File: config.mk
export PLATFORM = sky130hd
export DESIGN_NAME = aes_round_ctrl_flat
export DESIGN_NICKNAME = d
export VERILOG_FILES = /design/src/rtl/aes_round_ctrl_if.sv /design/src/rtl/aes_round_ctrl.sv /design/src/flat_wrapper.sv
export SDC_FILE = /design/constraint.sdc
export NUM_CORES = 1
export LEC_CHECK = 0
export CAP_MARGIN = 40
export CORE_AREA = 2 2 259 261
export DETAILED_ROUTE_END_ITERATION = 12
export DIE_AREA = 0 0 261 263
export GPL_ROUTABILITY_DRIVEN = 0
export GPL_TIMING_DRIVEN = 0
export PLACE_DENSITY = 0.37
export SLEW_MARGIN = 20
export SYNTH_ARGS = -nofsm -noshare
export SYNTH_HDL_FRONTEND = slang
export SYNTH_SLANG_ARGS = --single-unit
File: constraint.sdc
create_clock -name CLK -period 4.29 [get_ports CLK]
set_clock_uncertainty 0.15 [all_clocks]
set_input_delay 0.429 -clock CLK [delete_from_list [all_inputs] [get_ports CLK]]
set_output_delay 0.429 -clock CLK [all_outputs]
set_load 0.01 [all_outputs]
File: src/rtl/aes_round_ctrl_if.sv
// ---------------------------------------------------------------------------
// aes_round_ctrl_if
// Bundles every signal the round sequencer exchanges with its surroundings,
// apart from clock and reset.
//   Input handshake : IN_VALID, IN_READY, IN, MODE_256
//   Key table       : RK_IDX (request), RK, RK_VALID
//   Round datapath  : RND_STATE, RND_LAST (to datapath), RND_RESULT (back)
//   Output handshake: OUT_VALID, OUT_READY, OUT
//   Status          : BUSY, ROUND_CNT
// Modports: slave = the controller, master = the environment driving it.
// ---------------------------------------------------------------------------
interface aes_round_ctrl_if #(
    parameter int BLOCK_LENGTH = 128
);
    logic                    IN_VALID;
    logic                    IN_READY;
    logic [BLOCK_LENGTH-1:0] IN;
    logic                    MODE_256;
    logic [3:0]              RK_IDX;
    logic [BLOCK_LENGTH-1:0] RK;
    logic                    RK_VALID;
    logic [BLOCK_LENGTH-1:0] RND_STATE;
    logic                    RND_LAST;
    logic [BLOCK_LENGTH-1:0] RND_RESULT;
    logic                    OUT_VALID;
    logic                    OUT_READY;
    logic [BLOCK_LENGTH-1:0] OUT;
    logic                    BUSY;
    logic [3:0]              ROUND_CNT;

    modport slave (
        input  IN_VALID, IN, MODE_256, RK, RK_VALID, RND_RESULT, OUT_READY,
        output IN_READY, RK_IDX, RND_STATE, RND_LAST, OUT_VALID, OUT, BUSY, ROUND_CNT
    );

    modport master (
        output IN_VALID, IN, MODE_256, RK, RK_VALID, RND_RESULT, OUT_READY,
        input  IN_READY, RK_IDX, RND_STATE, RND_LAST, OUT_VALID, OUT, BUSY, ROUND_CNT
    );
endinterface

File: src/rtl/aes_round_ctrl.sv
// ---------------------------------------------------------------------------
// aes_round_ctrl
// Iterative AES encryption round sequencer. Accepts a plaintext block, applies
// the initial AddRoundKey, then steps a shared combinational round datapath
// once per cycle (10 rounds for AES-128, 14 for AES-256) and presents the
// ciphertext until the consumer takes it.
// Ports:
//   CLK  - clock, rising edge
//   RST  - synchronous active-high reset
//   bus  - aes_round_ctrl_if.slave: input/output handshakes, key table
//          request/response, round datapath drive/result, BUSY, ROUND_CNT
// ---------------------------------------------------------------------------
module aes_round_ctrl #(
    parameter int BLOCK_LENGTH = 128
) (
    input  logic              CLK,
    input  logic              RST,
    aes_round_ctrl_if.slave   bus
);

    typedef enum logic [1:0] {
        IDLE  = 2'd0,
        ROUND = 2'd1,
        DONE  = 2'd2
    } state_t;

    state_t                  state, state_nxt;
    logic [BLOCK_LENGTH-1:0] st_reg, st_nxt;
    logic [3:0]              round, round_nxt;
    logic [3:0]              nr, nr_nxt;

    logic                    in_ready;
    logic                    out_valid;
    logic                    rnd_last;
    logic [3:0]              rk_idx;
    logic                    at_last;

    assign at_last = (round == nr);

    always_ff @(posedge CLK) begin
        if (RST) begin
            state  <= IDLE;
            st_reg <= '0;
            round  <= '0;
            nr     <= 4'd10;
        end else begin
            state  <= state_nxt;
            st_reg <= st_nxt;
            round  <= round_nxt;
            nr     <= nr_nxt;
        end
    end

    always_comb begin
        state_nxt = state;
        st_nxt    = st_reg;
        round_nxt = round;
        nr_nxt    = nr;
        in_ready  = 1'b0;
        out_valid = 1'b0;
        rnd_last  = 1'b0;
        rk_idx    = 4'd0;

        unique case (state)
            IDLE: begin
                // Key 0 is presented here so the initial AddRoundKey lands
                // together with the load.
                in_ready = bus.RK_VALID;
                if (bus.IN_VALID && bus.RK_VALID) begin
                    st_nxt    = bus.IN ^ bus.RK;
                    nr_nxt    = bus.MODE_256 ? 4'd14 : 4'd10;
                    round_nxt = 4'd1;
                    state_nxt = ROUND;
                end
            end

            ROUND: begin
                rk_idx   = round;
                rnd_last = at_last;
                // A missing key freezes everything; nothing advances.
                if (bus.RK_VALID) begin
                    st_nxt = bus.RND_RESULT;
                    if (at_last) begin
                        state_nxt = DONE;
                    end else begin
                        round_nxt = round + 4'd1;
                    end
                end
            end

            DONE: begin
                out_valid = 1'b1;
                if (bus.OUT_READY) begin
                    state_nxt = IDLE;
                    round_nxt = 4'd0;
                end
            end

            default: begin
                state_nxt = IDLE;
            end
        endcase
    end

    assign bus.IN_READY  = in_ready;
    assign bus.RK_IDX    = rk_idx;
    assign bus.RND_STATE = st_reg;
    assign bus.RND_LAST  = rnd_last;
    assign bus.OUT_VALID = out_valid;
    assign bus.OUT       = st_reg;
    assign bus.BUSY      = (state != IDLE);
    assign bus.ROUND_CNT = round;

endmodule

File: src/flat_wrapper.sv
// flat-port wrapper written by rule: the top's interface ports become plain ports
module aes_round_ctrl_flat 
#(
    parameter int BLOCK_LENGTH = 128
)
  (CLK, RST, bus_IN_VALID, bus_IN, bus_MODE_256, bus_RK, bus_RK_VALID, bus_RND_RESULT, bus_OUT_READY, bus_IN_READY, bus_RK_IDX, bus_RND_STATE, bus_RND_LAST, bus_OUT_VALID, bus_OUT, bus_BUSY, bus_ROUND_CNT);
  aes_round_ctrl_if #(.BLOCK_LENGTH(BLOCK_LENGTH)) bus_i ();
  input  logic CLK;
  input  logic RST;
  input wire logic [$bits(bus_i.IN_VALID)-1:0] bus_IN_VALID;
  input wire logic [$bits(bus_i.IN)-1:0] bus_IN;
  input wire logic [$bits(bus_i.MODE_256)-1:0] bus_MODE_256;
  input wire logic [$bits(bus_i.RK)-1:0] bus_RK;
  input wire logic [$bits(bus_i.RK_VALID)-1:0] bus_RK_VALID;
  input wire logic [$bits(bus_i.RND_RESULT)-1:0] bus_RND_RESULT;
  input wire logic [$bits(bus_i.OUT_READY)-1:0] bus_OUT_READY;
  output wire logic [$bits(bus_i.IN_READY)-1:0] bus_IN_READY;
  output wire logic [$bits(bus_i.RK_IDX)-1:0] bus_RK_IDX;
  output wire logic [$bits(bus_i.RND_STATE)-1:0] bus_RND_STATE;
  output wire logic [$bits(bus_i.RND_LAST)-1:0] bus_RND_LAST;
  output wire logic [$bits(bus_i.OUT_VALID)-1:0] bus_OUT_VALID;
  output wire logic [$bits(bus_i.OUT)-1:0] bus_OUT;
  output wire logic [$bits(bus_i.BUSY)-1:0] bus_BUSY;
  output wire logic [$bits(bus_i.ROUND_CNT)-1:0] bus_ROUND_CNT;
  assign bus_i.IN_VALID = bus_IN_VALID;
  assign bus_i.IN = bus_IN;
  assign bus_i.MODE_256 = bus_MODE_256;
  assign bus_i.RK = bus_RK;
  assign bus_i.RK_VALID = bus_RK_VALID;
  assign bus_i.RND_RESULT = bus_RND_RESULT;
  assign bus_i.OUT_READY = bus_OUT_READY;
  assign bus_IN_READY = bus_i.IN_READY;
  assign bus_RK_IDX = bus_i.RK_IDX;
  assign bus_RND_STATE = bus_i.RND_STATE;
  assign bus_RND_LAST = bus_i.RND_LAST;
  assign bus_OUT_VALID = bus_i.OUT_VALID;
  assign bus_OUT = bus_i.OUT;
  assign bus_BUSY = bus_i.BUSY;
  assign bus_ROUND_CNT = bus_i.ROUND_CNT;
  aes_round_ctrl #(.BLOCK_LENGTH(BLOCK_LENGTH)) u_core (.CLK(CLK), .RST(RST), .bus(bus_i));
endmodule
* Word-level counts from Yosys, hierarchy flattened
Cells that the tools add are included.
** Word-level totals
- Bits in registers :: 138
- Output and inout bits :: 268
- Logic and storage cells :: 41
** Operators by class
- Add/subtract/negate cells :: 1
- Equal/unequal tests :: 8
- Muxes and demuxes :: 18
- Bitwise logic cells :: 1
- Reduce and logical (&&, ||, !) cells :: 9
** Operators with widths (count)
- $mux 128 :: 2
- $pmux 128 s2 :: 1
- $xor 128x128->128 :: 1
- $mux 4 :: 5
- $pmux 4 s3 :: 1
- $mux 2 :: 4
- $ne 2x2->1 const B :: 3
- $pmux 2 s3 :: 1
- $reduce_and 5->1 :: 1
- $add 4x1->4 const B :: 1
- $eq 4x4->1 :: 1
- $ne 2x1->1 const B :: 2
- $reduce_and 4->1 :: 1
- $reduce_bool 2->1 :: 2
- $mux 1 :: 3
- $mux 3 :: 1
- $reduce_and 3->1 :: 1
- $reduce_bool 3->1 :: 1
- $eq 2x1->1 const B :: 1
- $eq 2x2->1 const B :: 1
- $logic_not 2->1 :: 1
- $reduce_and 2->1 :: 1
- $logic_and 1x1->1 :: 1

* Depth between registers and ports, before layout
Gate-level depths: netlist of the first run.
- Depth in word-level cells :: 4
- Gate-level depth with buffers :: 9
- Gate-level depth less buffers :: 6

* Least setup slack after synthesis of the first run
OpenSTA, ideal clock, no wires.
- Kind :: register -> register
- From :: register u_core.state[1]
- To :: register u_core.round[2] (netlist: u_core.bus.ROUND_CNT[2])
- Setup time :: 70 ps
- Data arrival time :: 1765 ps
- Path slack :: 2305 ps
- Cell stages (with the launch flop) :: 8
- Buffers on the path :: 1
- Period minus slack after synthesis :: 1985 ps
- Cell sequence :: dfxtp_1 > inv_1 > ha_1 > and2_1 > and3_4 > buf_6 > or4_1 > a21oi_1
** Between the ends
- Cells in the longest elaborated chain, start to end :: 3
** Ends and longest elaborated chain
- from (decl) :: line aes_round_ctrl.sv:27 : state_t state, state_nxt;
- from (signal assigned) :: line aes_round_ctrl.sv:47 : state <= state_nxt;
- $eq 2x1->1, or another cell as far along :: line aes_round_ctrl.sv:64 : unique case (state)
- $ne 2x2->1 (no source line), or another cell as far along
- $reduce_and 5->1 (no source line)
- to (signal assigned) :: line aes_round_ctrl.sv:49 : round <= round_nxt;
- to (decl) :: line aes_round_ctrl.sv:29 : logic [3:0] round, round_nxt;
Parallel ways exist; a longest one is shown, timed or not.
A chain may end at the register's enable or synchronous reset.

* Worst setup path in the final report of the first run
- From :: register u_core.state[1]
- To :: output bus_RK_IDX[2]
** Between the ends
- Cells in the longest elaborated chain, start to end :: 2
** Ends and longest elaborated chain
- $eq 2x1->1 :: line aes_round_ctrl.sv:64
- $mux 4 :: line aes_round_ctrl.sv:64
- to (decl) :: line flat_wrapper.sv:18 : output wire logic [$bits(bus_i.RK_IDX)-1:0] bus_RK_IDX;
Every way passes these cells.

==> metrics.txt, run 1 <==
status=completed; Yosys reg bits=135; overall routed net length=approximately 46000 um; synth warn=0; die area=0.0686 mm^2; max-capacitance violation count=0; All-Layer GR Usage=13.0%; DPL Wire Length=38400 um; CP arrival=2.80 ns; Max-slew headroom=48.6%; Post-Syn Instances=1016; top_reg_cell synth=dfxtp_1; clock buffer depth=2; WS Path Type=reg2out; # setup viols final=0; worst slew pin tran=about 0.77 ns; number of global-route vias before repair=between 9000 and 10000; First-pass DRT Iterations=4; total power=5.40 mW; HP Class=in2reg; IO Count=about 660; final-report hold violation count=0; Fillers=7095; Sw Pwr=~1.8 mW; Worst Path Max Fanout=10; grt ovf=0; Initial Util=12.7%; Peak VDD IR=249 uV; ys async rst share=0%; Clk pwr share=29.9%; Nets=approximately 2100; chip height=263 um; Area Growth Syn to Fin=99.3%; clock sink count=~140; global-route wire length before repair=64100 um; final cell utilization of the core=between 20% and 30%; # H-tree levels=4; share of cells above drive strength 1=approximately 11%; min Tclk post-route=about 3.4 ns; Post-Syn Area=around 0.0084 mm^2; # rows=94; Starting DRT DRC Count=220; CTS tree=built; switching part of the total power=32.8%; CTS root buffer=clkbuf_16; port bufs=656; leak pwr=6.74 nW; fmax=296 MHz; post-cts sizing count=0; largest net degree at the start of global routing=17; Post-CTS Setup Bufs=0; DRC errors left=0; Req. time, crit path=3.71 ns; WL/cell=17.7 um; Startpoint Class=register; final setup margin=0.911 ns; vias per inst=3.46; CP endpoint kind=output port; fin. max-slew vios=0; syn_nets=1412; internal power=3.63 mW; ANT nets after route=0; dpl ws=1.25 ns; total core area=0.0656 mm^2; TNS Setup=0 ns; Num CTS Buffers=17; Seq/Total Area, Yosys=approximately 32%; Yosys cell types=29; via count=8897; Final period util=around 79%; Post-synth EDFFs=0; FF-to-FF setup slack=1.48 ns; initial antenna violation count=2; PD cells=324 mW/mm^2; Combinational Power Share=41.9%; worst-skew pair later-pin latency=0.47 ns; DIE WIDTH=about 260 um; Clock transition at path regs=approximately 0.060 ns; RSZ-0062 raised after global routing=false; sequential power share=between 20% and 30%; Post-Syn Area per Cell=about 8 um^2; Post-CTS Hold Buffers=0
[cells by family (layout without fill, tap and decap cells)]
kind of cell / Yosys count / after routing / synth area share (%)
and+or+nand+nor: 282 / 282 / 13.5
buffers and inverters: 193 / 884 / 15.4
AOI/OAI and AO/OA: 140 / 140 / 8.74
DFF: 135 / 135 / 32.3
muxes: 131 / 131 / 15.7
xor gates and xnor gates: 129 / 129 / 13.5
adders and majority gates: 6 / 6 / 0.898
other: 0 / 1 / 0
[area by class of cell]
type | instances | area (um^2) | share of cell area, %
diodes | 1 | 2.50 | 0.0150
plain buffers | 187 | 1260 | 7.58
clock buffers | 21 | 480 | 2.88
clock inverters | 11 | 145 | 0.871
inverters | 6 | 22.5 | 0.135
multi-input cells | 688 | 4380 | 26.3
flip-flops and latches | 135 | 2700 | 16.2
well taps | 864 | 1080 | 6.49
repair buffers | 659 | 6590 | 39.5
[cells in the final DEF, fill, tap and decap left out, types with 2 or more instances in the layout]
cell	netlist	final
and2_1	4	4
xnor2_1	129	129
nand3_1	3	3
clkbuf_1	34	32
mux2i_1	130	130
clkinvlp_4	0	3
clkbuf_2	0	2
clkbuf_16	0	17
ha_1	6	6
dfxtp_1	135	135
buf_6	2	3
nand2b_1	2	2
clkinv_2	0	3
o21ai_0	130	130
inv_1	6	6
nand2_1	133	133
nor2_1	132	132
clkbuf_8	0	4
buf_2	9	11
a21oi_1	4	4
or4_1	3	3
clkdlybuf4s50_1	0	656
bufinv_16	0	3
buf_4	142	142
[worst max-delay path, cell delays in order (launching register included)]
cell and delay, ns:
dfxtp_1 0.33, inv_1 0.09, ha_1 0.31, buf_6 0.21
clkbuf_1 0.50, and2_2 0.26, clkdlybuf4s50_1 0.62
[power by group through the flow]
stage               sequential, mW  clock [mW]  combinational [mW]
CTS                           1.53        1.70                2.33
global route                  1.54        1.75                2.46
finish                        1.52        1.62                2.26
global placement              1.55           0                2.32
detailed placement            1.55           0                2.32
floorplan                     1.57           0               0.982
[routing by layer]
| metal | routed length, um | GRT usage (%) |
|---|---|---|
| met5 | 0 | 0 |
| met2 | 23700 | 23.7 |
| met1 | 18600 | 14.9 |
| met4 | 614 | 3.62 |
| met3 | 2740 | 3.30 |
[per-stage QoR]
stage	hold slack, ns	std cells	instance area, um^2
global placement	0.342	2536	16000
floorplan	0.319	1016	8360
finish	0.228	2572	16700
detailed placement	0.353	2539	16000
global route	0.215	2572	16700
CTS	0.173	2571	16700
[synth_stat cells, types with 2 or more instances]
master / n / area share [%]
buf_4: 142 / 13
dfxtp_1: 135 / 32
nand2_1: 133 / 6.0
nor2_1: 132 / 5.9
mux2i_1: 130 / 16
o21ai_0: 130 / 7.8
xnor2_1: 129 / 14
clkbuf_1: 34 / 1.5
buf_2: 9 / 0.54
ha_1: 6 / 0.90
inv_1: 6 / 0.27
a21oi_1: 4 / 0.24
and2_1: 4 / 0.30
nand3_1: 3 / 0.18
or4_1: 3 / 0.27
buf_6: 2 / 0.27
nand2b_1: 2 / 0.15
[path summary, 6_finish.rpt]
| kind | endpoint | startpoint | cells after the start |
|---|---|---|---|
| setup / recovery | bus_RK_IDX[2] | u_core.state[1]$_SDFFE_PP0P_ | 6 |
| hold / removal | u_core.state[1]$_SDFFE_PP0P_ | RST | 3 |
| setup reg to reg | u_core.bus.OUT[75]$_SDFFE_PP0P_ | u_core.state[1]$_SDFFE_PP0P_ | 10 |
| hold reg to reg | u_core.state[0]$_SDFFE_PP0P_ | u_core.state[0]$_SDFFE_PP0P_ | 2 |
[state kept, by name, summed over array words and instances (netlist names)]
register,cells
u_core.bus.OUT,128
u_core.bus.ROUND_CNT,4
u_core.state,2
u_core.nr,1
(Power assumes the default switching activity.)
==> run 2: changes to the inputs <==
Settings changed: CORE_AREA 2 2 259 261 to 2 2 255 257, DIE_AREA 0 0 261 263 to 0 0 257 259, PLACE_DENSITY 0.37 to 0.38.
Clock period 4.29 ns to 3.5 ns, I/O delays scaled along.
==> run 2 against run 1 <==
Global-route usage is essentially flat. Via count grew 0.65%. Register-to-register slack lost 0.92 ns. Clock power grew 27%. Hold slack lost 0.10 ns. Sequential share of layout area is essentially flat. Sequential power grew 22%. Critical endpoint is now u_core.bus.OUT[74]$_SDFFE_PP0P_. Highest routed layer unchanged.
==> metrics.txt, run 2 (synthesized netlist as in run 1, its figures left out) <==
number of global-route vias before repair=9351; Hold Slack=0.128 ns; status=completed; worst flop-to-flop path endpoint=u_core.bus.OUT[74]$_SDFFE_PP0P_; via count=approximately 9000; share of cells above drive strength 1=a little under an eighth; leak pwr=just under 7 nW; CP peak stage delay=0.49 ns; vias per inst=3.49; final setup margin=0.559 ns; WL/cell=17.4 um; DPL Wire Length=about 38000 um; First-pass DRT Iterations=4; CP arrival=about 3.2 ns; DRC errors left=0; DIE WIDTH=roughly 260 um; dpl ws=0.485 ns; final-report hold violation count=0; Area Growth Syn to Fin=99.6%; worst slew pin tran=0.626 ns; Peak VDD IR=315 uV; die area=between 0.06 and 0.07 mm^2; IO Count=658; TNS Setup=0 ns; Sequential cell area=0.00270 mm^2; Reg2Reg Depth=10; Worst Path Max Fanout=19; post-cts sizing count=0; hold depth=3; # H-tree levels=4; placed cells=around 2500; CP Cell Sequence=inv_1, ha_1, buf_6, clkbuf_2, clkbuf_1, nand2_1, o21ai_0, buf_2, mux2i_1, nor2_1; CP Launch Point=u_core.state[1]$_SDFFE_PP0P_; max reg flops=128; most frequent cells in the layout=clkdlybuf4s50_1 (656), buf_4 (142), dfxtp_1 (135); Fillers=6872; Final period util=a little over four fifths; multi-input logic area=0.00438 mm^2; Starting DRT DRC Count=270; All-Layer GR Usage=between 10 and 15%; FF-to-FF setup slack=0.56 ns; min Tclk post-route=2.94 ns; total core area=0.0639 mm^2; critical path capture point=u_core.bus.OUT[74]$_SDFFE_PP0P_; Clock transition at path regs=0.06 ns; Post-CTS Hold Buffers=0; CP endpoint kind=register; HP Class=in2reg; commonest non-fill, non-tap cell in the layout=clkdlybuf4s50_1; DP Area=0.0160 mm^2; Reg-to-Reg Start=u_core.state[1]$_SDFFE_PP0P_; port bufs=656; clock sink count=around 140; chip height=between 200 and 300 um; Req. time, crit path=3.76 ns; Nets=between 2000 and 2500; final instance area=0.0167 mm^2; PD cells=402 mW/mm^2; global-route wire length before repair=62800 um; Post-CTS Setup Bufs=0; # setup viols final=0; WS Path Type=reg2reg; clock buffer depth=2; initial antenna violation count=2; overall routed net length=44600 um; CTS root buffer=clkbuf_16; RSZ-0062 raised after global routing=false; fmax=between 300 and 400 MHz; Startpoint Class=register; grt ovf=0; max-capacitance violation count=0; Initial Util=13.1%; worst-skew pair later-pin latency=0.47 ns; # rows=93; Max-slew headroom=58.3%; cell with the largest stage delay on the worst path=clkbuf_2; largest net degree at the start of global routing=20; Non-Filler Instances=2565; Num CTS Buffers=17; ANT nets after route=0; fin. max-slew vios=0; CTS tree=built
[run 2: changes by cell type in the layout (fill, tap and decap cells not counted), sizes merged]
| cell | previous run | this run |
|---|---|---|
| bufinv | 3 | 5 |
| clkinv | 4 | 3 |
| diode | 1 | 3 |
| clkinvlp | 3 | 2 |
| buf | 156 | 157 |
| clkbuf | 55 | 54 |
[run 2: cell type report]
class | count | area share (%)
inverters | 6 | 0.135
clock inverters | 11 | 1.18
multi-input cells | 688 | 26.2
plain buffers | 186 | 7.56
flip-flops and latches | 135 | 16.2
well taps | 855 | 6.41
clock buffers | 21 | 2.70
repair buffers | 660 | 39.6
diodes | 3 | 0.0450
[run 2: worst min path at each step]
stage                            startpoint                           end
3_3_place_gp   u_core.state[0]$_SDFFE_PP0P_  u_core.state[0]$_SDFFE_PP0P_
4_1_cts                                 RST  u_core.state[1]$_SDFFE_PP0P_
3_5_place_dp   u_core.state[0]$_SDFFE_PP0P_  u_core.state[0]$_SDFFE_PP0P_
5_1_grt                                 RST  u_core.state[1]$_SDFFE_PP0P_
6_report                                RST  u_core.state[1]$_SDFFE_PP0P_
2_1_floorplan  u_core.state[0]$_SDFFE_PP0P_  u_core.state[0]$_SDFFE_PP0P_
[run 2: per-stage QoR]
stage          util [%]  power, mW
6_report           26.1       6.70
5_1_grt            26.1       7.13
4_1_cts            26.1       6.88
3_5_place_dp       25.1       4.75
3_3_place_gp       25.0       4.74
2_1_floorplan         -       3.12
[run 2: where the power goes]
group | internal [mW] | total [mW] | switching [mW]
registers | 1.70 | 1.86 | 0.161
logic | 1.56 | 2.78 | 1.23
clock network | 1.28 | 2.05 | 0.771
[run 2: routing by layer]
layer	global-route usage, %	wire (um)	vias to the layer above
met2	23.5	23200	313
met3	2.99	2340	36
met1	15.1	18300	4057
met4	3.97	750	0
met5	0	0	-
li1	-	-	4549
[run 2: worst max-delay path: cells and delay by family (launching register included)]
| kind | cells | cell delay, ns |
|---|---|---|
| buf+inv | 5 | 1.55 |
| fa+ha+maj | 1 | 0.35 |
| flops | 1 | 0.32 |
| simple gates | 2 | 0.25 |
| compound gates | 1 | 0.16 |
| mux | 1 | 0.08 |
